$ cat src/rtl/instr_fetch.sv
// Instruction-fetch front end: drives a 1-cycle synchronous instruction memory,
// tracks the outstanding read and buffers returned words for decode.
module instr_fetch #(
  parameter logic [31:0] RESET_PC   = 32'h0000_0000,
  parameter int unsigned FIFO_DEPTH = 2
) (
  input  logic        clk,
  input  logic        rst_n,
  input  logic        fetch_en,
  output logic [31:0] imem_addr,
  input  logic [31:0] imem_instr,
  input  logic        redirect_valid,
  input  logic [31:0] redirect_pc,
  output logic        out_valid,
  input  logic        out_ready,
  output logic [31:0] out_instr,
  output logic [31:0] out_pc
);

  localparam int unsigned PTR_W = (FIFO_DEPTH > 1) ? $clog2(FIFO_DEPTH) : 1;
  localparam int unsigned CNT_W = $clog2(FIFO_DEPTH + 1);
  localparam logic [PTR_W-1:0] LAST_PTR  = PTR_W'(FIFO_DEPTH - 1);
  localparam logic [CNT_W:0]   DEPTH_EXT = (CNT_W + 1)'(FIFO_DEPTH);

  logic [31:0]      pc_q;
  logic [31:0]      inflight_pc;
  logic             inflight_v;
  logic [CNT_W-1:0] count;
  logic [PTR_W-1:0] rd_ptr;
  logic [PTR_W-1:0] wr_ptr;
  logic [31:0]      fifo_pc    [FIFO_DEPTH];
  logic [31:0]      fifo_instr [FIFO_DEPTH];

  logic             pop;
  logic             push;
  logic             issue;
  logic [CNT_W:0]   occupancy;
  logic [31:0]      redirect_target;

  function automatic logic [PTR_W-1:0] ptr_inc(input logic [PTR_W-1:0] p);
    return (p == LAST_PTR) ? '0 : p + PTR_W'(1);
  endfunction

  assign out_valid       = (count != '0);
  assign pop             = out_valid & out_ready;
  assign push            = inflight_v & ~redirect_valid;
  assign redirect_target = redirect_pc & ~32'h0000_0003;
  assign imem_addr       = pc_q;
  assign out_pc          = fifo_pc[rd_ptr];
  assign out_instr       = fifo_instr[rd_ptr];

  // A slot is reserved for every outstanding read, so the buffer cannot overflow.
  assign occupancy = {1'b0, count}
                   + {{CNT_W{1'b0}}, inflight_v}
                   - {{CNT_W{1'b0}}, pop};
  assign issue     = fetch_en & ~redirect_valid & (occupancy < DEPTH_EXT);

  always_ff @(posedge clk or negedge rst_n) begin
    if (!rst_n) begin
      pc_q        <= RESET_PC;
      inflight_v  <= 1'b0;
      inflight_pc <= RESET_PC;
      count       <= '0;
      rd_ptr      <= '0;
      wr_ptr      <= '0;
    end else if (redirect_valid) begin
      pc_q        <= redirect_target;
      inflight_v  <= 1'b0;
      inflight_pc <= pc_q;
      count       <= '0;
      rd_ptr      <= '0;
      wr_ptr      <= '0;
    end else begin
      if (push) wr_ptr <= ptr_inc(wr_ptr);
      if (pop)  rd_ptr <= ptr_inc(rd_ptr);
      count       <= count + CNT_W'(push) - CNT_W'(pop);
      inflight_v  <= issue;
      inflight_pc <= pc_q;
      if (issue) pc_q <= pc_q + 32'd4;
    end
  end

  // Storage needs no reset; validity is tracked entirely by count and the pointers.
  always_ff @(posedge clk) begin
    if (push) begin
      fifo_pc[wr_ptr]    <= inflight_pc;
      fifo_instr[wr_ptr] <= imem_instr;
    end
  end

endmodule
$ cat config.mk
export PLATFORM = sky130hd
export DESIGN_NAME = instr_fetch
export DESIGN_NICKNAME = d
export VERILOG_FILES = /design/src/rtl/instr_fetch.sv
export SDC_FILE = /design/constraint.sdc
export NUM_CORES = 1
export LEC_CHECK = 0
export CAP_MARGIN = 20
export CORE_AREA = 3 3 116 118
export CTS_CLUSTER_DIAMETER = 150
export CTS_CLUSTER_SIZE = 14
export DETAILED_ROUTE_END_ITERATION = 7
export DIE_AREA = 0 0 119 121
export DONT_BUFFER_PORTS = 1
export GPL_ROUTABILITY_DRIVEN = 0
export GPL_TIMING_DRIVEN = 0
export PLACE_DENSITY = 0.74
export SYNTH_ARGS = -nofsm -noshare
export SYNTH_HDL_FRONTEND = slang
export SYNTH_SLANG_ARGS = --single-unit
export TNS_END_PERCENT = 1
$ cat constraint.sdc
create_clock -name clk -period 5.1 [get_ports clk]
set_input_delay 1.275 -clock clk [delete_from_list [all_inputs] [get_ports clk]]
set_output_delay 1.275 -clock clk [all_outputs]
set_load 0.01 [all_outputs]
Word-level counts from Yosys, hierarchy flattened
Memory sizes are Yosys's and may differ from the RTL's.
Cells that the tools add are included.
- register bits: 69
- bits in writable memories: 128
- input bits: 69
- output and inout port bits: 97
- word-level logic and storage cells: 37
- memories kept: 2
- add/sub/neg operators: 7
- $lt $le $gt $ge: 1
- mux-type cells: 12
- bitwise operators: 5
- reductions and logical operators: 4
- memory list (name ; depth ; width ; read ports ; clocked after memory_dff ; wr ports ; RTL line ; source):
    fifo_instr ; 2 ; 32 ; 1 ; 0 ; 1 ; 32 ; logic [31:0] fifo_instr [FIFO_DEPTH];
    fifo_pc ; 2 ; 32 ; 1 ; 0 ; 1 ; 31 ; logic [31:0] fifo_pc [FIFO_DEPTH];
- operators with widths (kind ; count):
    two-way mux 32 bit ; 2
    adder 32 x 3 -> 32 bit, second input constant ; 1
    two-way mux 1 bit ; 9
    nonzero test 2 bit ; 4
    bitwise AND 1 bit ; 4
    adder 2 x 1 -> 3 bit ; 1
    < comparator 3 x 2 -> 1 bit, second input constant ; 1
    subtractor 3 x 1 -> 3 bit ; 1
    adder 1 bit, second input constant ; 2
    adder 2 x 1 -> 2 bit ; 1
    two-way mux 2 bit ; 1
    subtractor 2 x 1 -> 2 bit ; 1
    NOT 1 bit ; 1

Depth between registers and ports, before layout
- depth in word-level cells: 7
- depth in mapped cells: 10
- gate-level depth less buffers: 9

Least setup slack after synthesis
OpenSTA, ideal clock, no wires.
- path type: input port to flip-flop
- from: input port redirect_valid
- to: memory fifo_instr[0][0] (enable)
- setup time: 0.482 ns
- arrival: 4.547 ns
- required time: 4.618 ns
- setup slack: 0.071 ns
- stages on the path: 5
- path buffers: 2
- path through: clkbuf_1 -> inv_2 -> clkbuf_1 -> nand2_1 -> nor2_1
- cells in the longest elaborated chain, start to end: 4
- ends and longest elaborated chain (what ; RTL line ; source):
    start: declaration ; 12 ; input logic redirect_valid,
    NOT 1 bit ; 46 ; assign push = inflight_v & ~redirect_valid;
    bitwise AND 1 bit ; 46 ;
    two-way mux 1 bit ; 85 ; if (push) begin
    two-way mux 1 bit (not written as such) ; 87 ; fifo_instr[wr_ptr] <= imem_instr;
    end: declaration ; 32 ;
Every way passes these cells.

Worst setup path after layout
- from: input port out_ready
- to: register pc_q[14], in the netlist imem_addr[14]
- cells in the longest elaborated chain, start to end: 5
- ends and longest elaborated chain (what ; RTL line ; source):
    start: declaration ; 15 ; input logic out_ready,
    bitwise AND 1 bit ; 45 ; assign pop = out_valid & out_ready;
    subtractor 3 x 1 -> 3 bit ; 55 ; - {{CNT_W{1'b0}}, pop};
    < comparator 3 x 2 -> 1 bit ; 56 ; assign issue = fetch_en & ~redirect_valid & (occupancy < DEPTH_EXT);
    bitwise AND 1 bit ; 56 ;
    nonzero test 2 bit (no line) ; -- ;
    end signal: assignment ; 67 ; pc_q <= redirect_target;
    end signal: assignment ; 79 ; if (issue) pc_q <= pc_q + 32'd4;
    end: declaration ; 25 ; logic [31:0] pc_q;
Every way passes these cells.
A chain may end at the register's enable or synchronous reset.

==> impl_metrics.xml <==
<?xml version="1.0" encoding="UTF-8"?>
<metrics>
  <group name="timing">
    <metric name="rsz_0062_raised_after_global_routing" unit="">false</metric>
    <metric name="max_slew.worst_pin.slew" unit="ns">0.944</metric>
    <metric name="max_freq" unit="MHz">290</metric>
    <metric name="final-hold-violation-count" unit="">0</metric>
    <metric name="layout_worst_path_cycle_share" unit="%">67.7</metric>
    <metric name="timing.final.setup_violations" unit="">0</metric>
    <metric name="skew" unit="ns">0.00723</metric>
    <metric name="timing.final.ws_setup" unit="ns">1.65</metric>
    <metric name="finalMaxSlewViolations" unit="">0</metric>
    <metric name="max_slew_margin" unit="%">36.9</metric>
    <metric name="finalCriticalPeriod" unit="ns">3.45</metric>
  </group>
  <group name="clocking">
    <metric name="hold_buffers" unit="">0</metric>
    <metric name="htree_num_levels" unit="">4</metric>
    <metric name="cts-buffers-inserted" unit="">17</metric>
    <metric name="cts.path.max_buffers" unit="">2</metric>
    <metric name="worst_skew_late_latency" unit="ns">0.43</metric>
    <metric name="numClockSinks" unit="">189</metric>
    <metric name="cts_resized" unit="">0</metric>
    <metric name="cts_tree" unit="">done</metric>
    <metric name="postCtsSetupRepairBufs" unit="">0</metric>
    <metric name="clockRootBuffer" unit="">clkbuf_16</metric>
    <metric name="clk_transition_reported_paths" unit="ns">0.07</metric>
  </group>
  <group name="place">
    <metric name="quantity_of_i_o_buffers_inserted_on_ports" unit="">0</metric>
    <metric name="dp_cells" unit="">661</metric>
    <metric name="detailed_place_hpwl" unit="mm">9.95</metric>
    <metric name="preCtsSetupSlack" unit="ns">1.28</metric>
    <metric name="post_dp_cell_area" unit="mm^2">0.00770</metric>
  </group>
  <group name="cells_and_area">
    <metric name="layout.cells.most_common" unit="">edfxtp_1</metric>
    <metric name="n_antenna_cell" unit="">0</metric>
    <metric name="final_layout_size_suffix_gt1_share" unit="%">20.3</metric>
    <metric name="final_area" unit="mm^2">0.00831</metric>
    <metric name="finalNonFillerCells" unit="">693</metric>
    <metric name="syn2layout_area_growth" unit="%">11.7</metric>
    <metric name="layout.cells.most_common_list" unit="">edfxtp_1, dfrtp_1, mux2_2, nand2_1, nor2_1</metric>
    <metric name="nNetsFinal" unit="">581</metric>
    <metric name="postLayoutCoreUtil" unit="%">66.1</metric>
  </group>
  <group name="grt">
    <metric name="grt_pass1_wl" unit="mm">22.7</metric>
    <metric name="grt_max_degree" unit="">66</metric>
    <metric name="initial_antenna_violation_count" unit="">0</metric>
    <metric name="overflow" unit="">0</metric>
    <metric name="vias_in_the_first_global_route" unit="">4104</metric>
    <metric name="groute.usage.overall" unit="%">20.7</metric>
  </group>
  <group name="synth">
    <metric name="synth_xor_area_share" unit="%">1.53</metric>
    <metric name="postSynthRegisterBits" unit="">189</metric>
    <metric name="netlist_area" unit="mm^2">0.00744</metric>
    <metric name="synth_cells" unit="">485</metric>
    <metric name="synth_edf_count" unit="">124</metric>
    <metric name="ys_async_rst_share" unit="%">34.4</metric>
    <metric name="postSynth.topFlopCell" unit="">edfxtp_1</metric>
    <metric name="synth_top_family_by_area" unit="">simple AND/OR/NAND/NOR gates</metric>
    <metric name="synth-simple-area-share" unit="%">9.67</metric>
    <metric name="ys.warnings.count" unit="">0</metric>
    <metric name="synth-adder-area-share" unit="%">0.774</metric>
    <metric name="synth_compound_gate_area_share" unit="%">4.69</metric>
    <metric name="seq_area_frac_synth" unit="%">71.9</metric>
    <metric name="synth_cell_type_count" unit="">40</metric>
    <metric name="muxShareOfSynthArea" unit="%">9.52</metric>
    <metric name="mean_cell_area_of_the_mapped_netlist" unit="um^2">15.3</metric>
  </group>
  <group name="drt">
    <metric name="routed_wire_length_per_instance" unit="um">21.0</metric>
    <metric name="drt_iter0_drc" unit="">323</metric>
    <metric name="route.vias.total" unit="">4185</metric>
    <metric name="remaining_drc_errors" unit="">0</metric>
    <metric name="routed_via_density" unit="">6.04</metric>
    <metric name="routed_wl" unit="mm">14.5</metric>
    <metric name="drt_first_pass_iters" unit="">5</metric>
    <metric name="drtAntennaViolNets" unit="">0</metric>
  </group>
  <group name="worst_setup_path">
    <metric name="crit_path_cells" unit="">nand2_1 &gt; nor2_1 &gt; o21ai_0 &gt; fa_1 &gt; and2_1 &gt; clkbuf_1 &gt; nand3_1 &gt; or4_1 &gt; a31oi_1</metric>
    <metric name="worst_setup_path_start_kind" unit="">input port</metric>
    <metric name="crit_required" unit="ns">5.44</metric>
    <metric name="crit_path_top_delay_cell" unit="">fa_1</metric>
    <metric name="worst_ep_arrival_time" unit="ns">3.79</metric>
    <metric name="max_stage_delay" unit="ns">0.57</metric>
    <metric name="critPathMaxFanout" unit="">10</metric>
    <metric name="worst_path_class_setup" unit="">in -&gt; reg</metric>
    <metric name="cp-end-kind" unit="">register</metric>
  </group>
  <group name="power_and_ir_drop">
    <metric name="power.static_leakage" unit="nW">2.86</metric>
    <metric name="peak_vdd_ir" unit="V">0.000234</metric>
    <metric name="power.density_cell_area" unit="mW/mm^2">494</metric>
    <metric name="totalPowerFinal" unit="W">0.00410</metric>
  </group>
  <group name="die">
    <metric name="placeableCoreArea" unit="mm^2">0.0126</metric>
    <metric name="start_util" unit="%">59.2</metric>
    <metric name="top_level_ports" unit="">166</metric>
    <metric name="die_area" unit="mm^2">0.0144</metric>
    <metric name="die_height" unit="um">121</metric>
    <metric name="die_width" unit="um">119</metric>
    <metric name="std_cell_rows" unit="">41</metric>
  </group>
  <group name="outcome">
    <metric name="run_status" unit="">completed</metric>
  </group>
  <group name="min_path">
    <metric name="min-delay-path-class" unit="">reg -&gt; reg</metric>
  </group>
  <group name="run">
    <metric name="max_cap_viol_count" unit="">0</metric>
  </group>
</metrics>
==> routing by layer <==
layer | GRT usage (%) | wire [um] | up-vias
met2 | 33.6 | 7270 | 193
met1 | 25.2 | 5630 | 2054
met5 | 0 | 0 | -
met3 | 8.44 | 1330 | 25
met4 | 7.39 | 316 | 0
li1 | - | - | 1913
==> through the flow <==
stage          hold slack, ns  setup TNS (ns)
4_1_cts                 0.440               0
3_5_place_dp            0.428               0
3_3_place_gp            0.421          -98.20
5_1_grt                 0.450               0
6_report                0.442               0
2_1_floorplan           0.420               0
==> power by group <==
| part | total (W) | switching, W | leakage, nW | internal (W) |
|---|---|---|---|---|
| clock | 0.00135 | 0.000571 | 0.304 | 0.000784 |
| sequential | 0.00197 | 0.000132 | 1.87 | 0.00183 |
| combinational | 0.000783 | 0.000492 | 0.684 | 0.000291 |
==> kinds of logic (layout without fill, tap and decap cells) <==
| kind of cell | after synthesis | after routing |
|---|---|---|
| flops | 189 | 189 |
| simple gates | 131 | 131 |
| mux | 63 | 63 |
| compound gates | 54 | 54 |
| buf+inv | 30 | 63 |
| xor+xnor | 13 | 13 |
| fa+ha+maj | 4 | 4 |
| other cells | 1 | 4 |
==> synth_stat cells (7+ instances only) <==
master | count | share of area (%)
or4_1 | 20 | 2.0
dfrtp_1 | 65 | 22
nand4_1 | 12 | 1.0
o31ai_1 | 14 | 1.4
nand2_1 | 24 | 1.2
nand3_1 | 19 | 1.3
o21ai_0 | 15 | 1.0
a31oi_1 | 17 | 1.4
edfxtp_1 | 124 | 50
xnor2_1 | 7 | 0.82
mux2_2 | 62 | 9.4
nor2_1 | 24 | 1.2
clkbuf_1 | 14 | 0.71
==> sequential cells by signal, summed over array words and instances, names as in the netlist <==
register,flops
fifo_instr,64
fifo_pc,60
imem_addr,30
inflight_pc,30
count,2
inflight_v,1
rd_ptr,1
wr_ptr,1
==> area by class of cell <==
type | instances | area, um^2
clock buffers | 18 | 429
repair buffers | 1 | 20.0
inverters | 5 | 18.8
flip-flops and latches | 189 | 5350
plain buffers | 25 | 116
multi-input cells | 269 | 1980
well taps | 172 | 215
fillers | 909 | 4260
clock inverters | 14 | 180
==> path summary, 6_finish.rpt <==
path | slack (ns) | cells after the start | start | to
setup / recovery | 1.65 | 9 | out_ready | imem_addr[14]
hold reg to reg | 0.44 | 0 | inflight_pc[18] | fifo_pc[0][18]
max in group asynchronous | 4.46 | 0 | rst_n | inflight_v
hold / removal | 0.44 | 0 | inflight_pc[18] | fifo_pc[0][18]
setup reg to reg | 1.74 | 10 | count[1] | imem_addr[14]
min in group asynchronous | 0.54 | 0 | rst_n | imem_addr[6]
==> critical path: cells and delay by family <==
family	cells	cell delay, ns
AOI/OAI and AO/OA	2	0.34
adders and majority gates	1	0.57
and+or+nand+nor	5	1.29
buffers and inverters	1	0.32
No activity file was read; power rests on OpenSTA's default activity.
